$ cat src/rtl/regfile_debug_ctrl.sv
// UART debug controller for the 32x32 register file.
// Parses byte commands from the UART receiver, halts and resumes the core,
// reads or writes registers through the debug port, and replies over the
// UART transmitter.
//
// state     | meaning
// IDLE      | waiting for a command byte
// GET_ADDR  | waiting for the address byte of 'R'/'W'
// GET_DATA  | collecting 4 write-data bytes, MSB first
// READ      | dbg_addr driven, capture dbg_rdata
// EXEC      | perform (or refuse) the debug write
// HALT_WAIT | core_halt raised, letting the core settle
// LOAD_TX   | hand the next reply byte to the transmitter
// WAIT_TX   | wait for the transmitter to finish the byte
module regfile_debug_ctrl #(
  parameter int unsigned TIMEOUT_CYCLES = 5_000_000,
  parameter int unsigned HALT_SETTLE    = 4,
  parameter logic [7:0]  ACK_BYTE       = 8'h4B,
  parameter logic [7:0]  ERR_BYTE       = 8'h45
) (
  input  logic        clk_50M,
  input  logic        rst,
  input  logic [7:0]  rx_data,
  input  logic        rx_valid,
  input  logic        tx_busy,
  output logic [7:0]  tx_data,
  output logic        tx_start,
  output logic        core_halt,
  output logic [4:0]  dbg_addr,
  output logic [31:0] dbg_wdata,
  output logic        dbg_we,
  input  logic [31:0] dbg_rdata,
  output logic        busy
);

  localparam int unsigned TW = $clog2(TIMEOUT_CYCLES);
  localparam int unsigned SW = $clog2(HALT_SETTLE + 1);
  // Down-counters reach zero one cycle before the transition they trigger.
  localparam logic [TW-1:0] TMO_LOAD    = TW'(TIMEOUT_CYCLES - 2);
  localparam logic [SW-1:0] SETTLE_LOAD = SW'(HALT_SETTLE - 2);

  localparam logic [7:0] CMD_H = 8'h48;
  localparam logic [7:0] CMD_G = 8'h47;
  localparam logic [7:0] CMD_R = 8'h52;
  localparam logic [7:0] CMD_W = 8'h57;

  typedef enum logic [2:0] {
    IDLE, GET_ADDR, GET_DATA, READ, EXEC, HALT_WAIT, LOAD_TX, WAIT_TX
  } state_t;

  state_t        state;
  logic          is_write;
  logic          addr_err;
  logic [4:0]    addr_q;
  logic [31:0]   data_q;
  logic [1:0]    data_cnt;
  logic [TW-1:0] tmo_cnt;
  logic [SW-1:0] settle_cnt;
  logic [31:0]   reply_q;
  logic [2:0]    bytes_left;
  logic          tx_skip;

  assign busy = (state != IDLE);

  // Command parser, debug-port sequencing and reply serializer.
  always_ff @(posedge clk_50M) begin
    if (!rst) begin
      state      <= IDLE;
      tx_data    <= 8'h00;
      tx_start   <= 1'b0;
      core_halt  <= 1'b0;
      dbg_addr   <= 5'd0;
      dbg_wdata  <= 32'd0;
      dbg_we     <= 1'b0;
      is_write   <= 1'b0;
      addr_err   <= 1'b0;
      addr_q     <= 5'd0;
      data_q     <= 32'd0;
      data_cnt   <= 2'd0;
      tmo_cnt    <= '0;
      settle_cnt <= '0;
      reply_q    <= 32'd0;
      bytes_left <= 3'd0;
      tx_skip    <= 1'b0;
    end else begin
      tx_start <= 1'b0;
      dbg_we   <= 1'b0;
      case (state)
        IDLE: begin
          if (rx_valid) begin
            case (rx_data)
              CMD_H: begin
                core_halt  <= 1'b1;
                settle_cnt <= SETTLE_LOAD;
                state      <= HALT_WAIT;
              end
              CMD_G: begin
                core_halt  <= 1'b0;
                reply_q    <= {ACK_BYTE, 24'h0};
                bytes_left <= 3'd1;
                state      <= LOAD_TX;
              end
              CMD_R, CMD_W: begin
                is_write <= (rx_data == CMD_W);
                tmo_cnt  <= TMO_LOAD;
                state    <= GET_ADDR;
              end
              default: begin
                reply_q    <= {ERR_BYTE, 24'h0};
                bytes_left <= 3'd1;
                state      <= LOAD_TX;
              end
            endcase
          end
        end
        GET_ADDR: begin
          if (rx_valid) begin
            tmo_cnt  <= TMO_LOAD;
            addr_q   <= rx_data[4:0];
            addr_err <= (rx_data[7:5] != 3'b000);
            if (is_write) begin
              // A bad write address still swallows its data bytes so they
              // are not parsed as new commands; the error is sent from EXEC.
              data_cnt <= 2'd0;
              state    <= GET_DATA;
            end else if (rx_data[7:5] != 3'b000) begin
              reply_q    <= {ERR_BYTE, 24'h0};
              bytes_left <= 3'd1;
              state      <= LOAD_TX;
            end else begin
              dbg_addr <= rx_data[4:0];
              state    <= READ;
            end
          end else if (tmo_cnt == '0) begin
            state <= IDLE;
          end else begin
            tmo_cnt <= tmo_cnt - TW'(1);
          end
        end
        GET_DATA: begin
          if (rx_valid) begin
            tmo_cnt  <= TMO_LOAD;
            data_q   <= {data_q[23:0], rx_data};
            data_cnt <= data_cnt + 2'd1;
            if (data_cnt == 2'd3) state <= EXEC;
          end else if (tmo_cnt == '0) begin
            state <= IDLE;
          end else begin
            tmo_cnt <= tmo_cnt - TW'(1);
          end
        end
        READ: begin
          reply_q    <= dbg_rdata;
          bytes_left <= 3'd4;
          state      <= LOAD_TX;
        end
        EXEC: begin
          if (core_halt && !addr_err) begin
            reply_q <= {ACK_BYTE, 24'h0};
            // Register 0 is hardwired; the write is dropped but acknowledged.
            if (addr_q != 5'd0) begin
              dbg_we    <= 1'b1;
              dbg_addr  <= addr_q;
              dbg_wdata <= data_q;
            end
          end else begin
            reply_q <= {ERR_BYTE, 24'h0};
          end
          bytes_left <= 3'd1;
          state      <= LOAD_TX;
        end
        HALT_WAIT: begin
          if (settle_cnt == '0) begin
            reply_q    <= {ACK_BYTE, 24'h0};
            bytes_left <= 3'd1;
            state      <= LOAD_TX;
          end else begin
            settle_cnt <= settle_cnt - SW'(1);
          end
        end
        LOAD_TX: begin
          if (!tx_busy) begin
            tx_data    <= reply_q[31:24];
            tx_start   <= 1'b1;
            reply_q    <= {reply_q[23:0], 8'h00};
            bytes_left <= bytes_left - 3'd1;
            tx_skip    <= 1'b1;
            state      <= WAIT_TX;
          end
        end
        WAIT_TX: begin
          // The transmitter raises tx_busy a cycle after tx_start.
          if (tx_skip) begin
            tx_skip <= 1'b0;
          end else if (!tx_busy) begin
            state <= (bytes_left != 3'd0) ? LOAD_TX : IDLE;
          end
        end
        default: state <= IDLE;
      endcase
    end
  end

endmodule

$ cat config.mk
export PLATFORM = sky130hd
export DESIGN_NAME = regfile_debug_ctrl
export DESIGN_NICKNAME = d
export VERILOG_FILES = /design/src/rtl/regfile_debug_ctrl.sv
export SDC_FILE = /design/constraint.sdc
export NUM_CORES = 1
export LEC_CHECK = 0
export CORE_MARGIN = 1
export CORE_UTILIZATION = 55
export CTS_CLUSTER_SIZE = 40
export DETAILED_ROUTE_END_ITERATION = 10
export MAX_ROUTING_LAYER = met4
export PLACE_DENSITY_LB_ADDON = 0.3
export SYNTH_ARGS = -nofsm -noshare
export SYNTH_HDL_FRONTEND = slang
export SYNTH_SLANG_ARGS = --single-unit
$ cat constraint.sdc
create_clock -name clk_50M -period 8 [get_ports clk_50M]
set_input_delay 0.8 -clock clk_50M [delete_from_list [all_inputs] [get_ports clk_50M]]
set_output_delay 0.8 -clock clk_50M [all_outputs]
set_load 0.02 [all_outputs]
==> qor.yml <==
outcome: "complete, but fails checks"
violations: "design-rule violations"
required_ns: 8.34
leakagePower_nw: 2.70
gp_congestion: 0.878
antenna_found_initial: 0
cts_tree: "built"
clk_latency_ns: 0.43
grt.overflow.total: 0
synth_seq_area_share_pct: 46.5
syn_inst: 818
insertedDiodeCount: 0
min_path_type: "reg2reg"
clockBufferDepth: 2
yosysMostFrequentCell: "nand2_1"
p_sw_mw: 1.01
drc: 9
seqPwrFrac_pct: 37.9
gr-usage-all-layers_pct: 29.2
ant_nets: 0
hold_viol_final: 0
yosysTopAreaCell: "dfxtp_1"
internal-power_mw: 1.74
wl_per_cell_um: 16.7
startpoint_type: "primary input"
cp.arrival_ns: 3.87
rsz0062_at_grt: "no"
numCtsBuffers: 17
synth_top_cell_area_share_pct: 46.5
path_max_fanout: 34
setup_viol_count_final: 0
htreeDepth: 4
areaGrowthSynthToFinish_pct: 22.8
start_util_pct: 57.3
nFillCells: 924
hold_buffers: 0
p_comb_share_pct: 32.1
fin_skew_ns: 0.00754
die_area_um2: 12500
drt_pass1_iterations: 8
avgSynthCellArea_um2: 8.10
switching_share_pct: 36.7
viasPerCell: 6.12
cellPowerDensity_nw_per_um2: 338
synth_nets: 868
die_h_um: 112
synth-seq-cells: 154
final_layout_size_suffix_gt1_share_pct: 5.88
min_period_over_period_pct: 44.1
netlist_top_cells_area: "dfxtp_1 (47%), nand2_1 (10%), a21oi_1 (9.8%), a211oi_1 (3.4%), clkbuf_1 (3.3%)"
synthFlopType: "dfxtp_1"
synth.distinct_cells: 60
port_buffers: 92
drtIter0Drc: 651
grt_max_degree: 93
ir_drop_v: 0.000184
clk_pin_slew_ns: 0.06
cts.sinks: 154
post_cts_resized: 0
hold_slack_ns: 0.455
synth_common_cells: "nand2_1 (184), dfxtp_1 (154), a21oi_1 (130)"
root_buffer: "clkbuf_16"
grt_pass1_wl_um: 28600
final_net_count: 921
slew_headroom_pct: 12.6
num_rows: 39
async_flop_share_pct: 0
fin_util_pct: 70.4
setup_tns_ns: 0
place_hpwl_um: 11200
min_period_ns: 3.53
worst_setup_path_end_kind: "register"
post_cts.repair.setup_buffers: 0
worst_pin_slew_ns: 1.31
syn_area_um2: 6630
p_clk_share_pct: 30.1
path_class: "in2reg"
max_freq_mhz: 283
grt_pass1_vias: 6042
maxCapViolCount: 0
vias: 6288
fp.dieW_um: 112
synth_edf_count: 0
io_pins: 93
slew_viol_final: 0
core_um2: 11600
drt-total-wl_um: 17100
yosys_warnings: 0
layout make-up:
| type | instances | area, um^2 | area share, % |
|---|---|---|---|
| Inverter | 15 | 58.8 | 0.723 |
| Multi-Input combinational cell | 586 | 3250 | 39.9 |
| Clock inverter | 13 | 168 | 2.06 |
| Tap cell | 143 | 179 | 2.20 |
| Clock buffer | 19 | 443 | 5.44 |
| Timing Repair Buffer | 97 | 958 | 11.8 |
| Sequential cell | 154 | 3080 | 37.9 |
state kept, by name (all words and copies together) (netlist names):
register    flops
data_cnt        2
core_halt       1
is_write        1
data_q         32
tx_data         8
tmo_cnt        23
settle_cnt      3
reply_q        32
dbg_wdata      32
tx_start        1
dbg_addr        5
state           3
dbg_we          1
addr_err        1
addr_q          5
bytes_left      3
tx_skip         1
path summary, 6_finish.rpt:
path	startpoint	to	slack (ns)	depth (start not counted)
max	rx_data[6]	tmo_cnt[19]	4.47	6
min	data_q[26]	dbg_wdata[26]	0.45	2
max reg2reg	state[2]	dbg_wdata[8]	4.72	5
min reg2reg	data_q[26]	dbg_wdata[26]	0.45	2
routing by layer:
layer  part of all wire, %  up-vias  track usage [%]
met2                    48      232             47.0
met5                     0        -                -
met4                   1.9        0             10.1
li1                      -     3046                -
met3                   6.0       33             6.15
met1                    44     2977             36.3
power groups by stage:
stage | logic, mW | registers, mW | clock network, mW
floorplan | 0.711 | 0.992 | 0
global placement | 0.815 | 1.04 | 0
detailed placement | 0.859 | 1.05 | 0
CTS | 0.865 | 1.03 | 0.830
global route | 0.967 | 1.06 | 0.869
finish | 0.881 | 1.04 | 0.826
logic make-up (layout without fill, tap and decap cells):
logic type               Yosys count  in the layout  share of synthesized area [%]
AND/OR/NAND/NOR                  301            301                           21.3
AO/OA/AOI/OAI                    271            271                           25.3
flip-flops                       154            154                           46.5
buffers and inverters             78            144                           4.57
adder cells (fa/ha/maj)            6              6                           1.13
multiplexers                       6              6                          0.907
XOR/XNOR                           2              2                          0.264
critical path, cell delays in order:
cell and delay [ns]:
clkdlybuf4s50_1 0.55, or3b_1 0.43, o41ai_1 0.60, o211ai_2 0.61, or4b_1 0.67, a31oi_1 0.20
cell usage in the layout, fill, tap and decap left out, drive strengths merged, types with 8 or more instances in the layout:
master / Yosys / routed
a211oi: 30 / 30
a21oi: 130 / 130
a22oi: 24 / 24
a31oi: 13 / 13
clkbuf: 59 / 19
clkdlybuf4s50: 0 / 92
clkinv: 1 / 8
dfxtp: 154 / 154
inv: 14 / 16
nand2: 184 / 184
nor2: 29 / 29
nor3: 13 / 13
o21ai: 25 / 25
o31ai: 12 / 12
or3: 15 / 15
or4: 16 / 16
stage by stage:
stage,area (um^2),power [mW],cells,setup WS [ns]
2_1_floorplan,6630,1.70,818,5.20
5_1_grt,8140,2.89,1027,4.24
3_5_place_dp,7530,1.91,995,4.07
6_report,8140,2.75,1027,4.47
4_1_cts,8140,2.73,1027,4.52
3_3_place_gp,7530,1.85,995,4.22
Power figures use the tool's default switching activity.
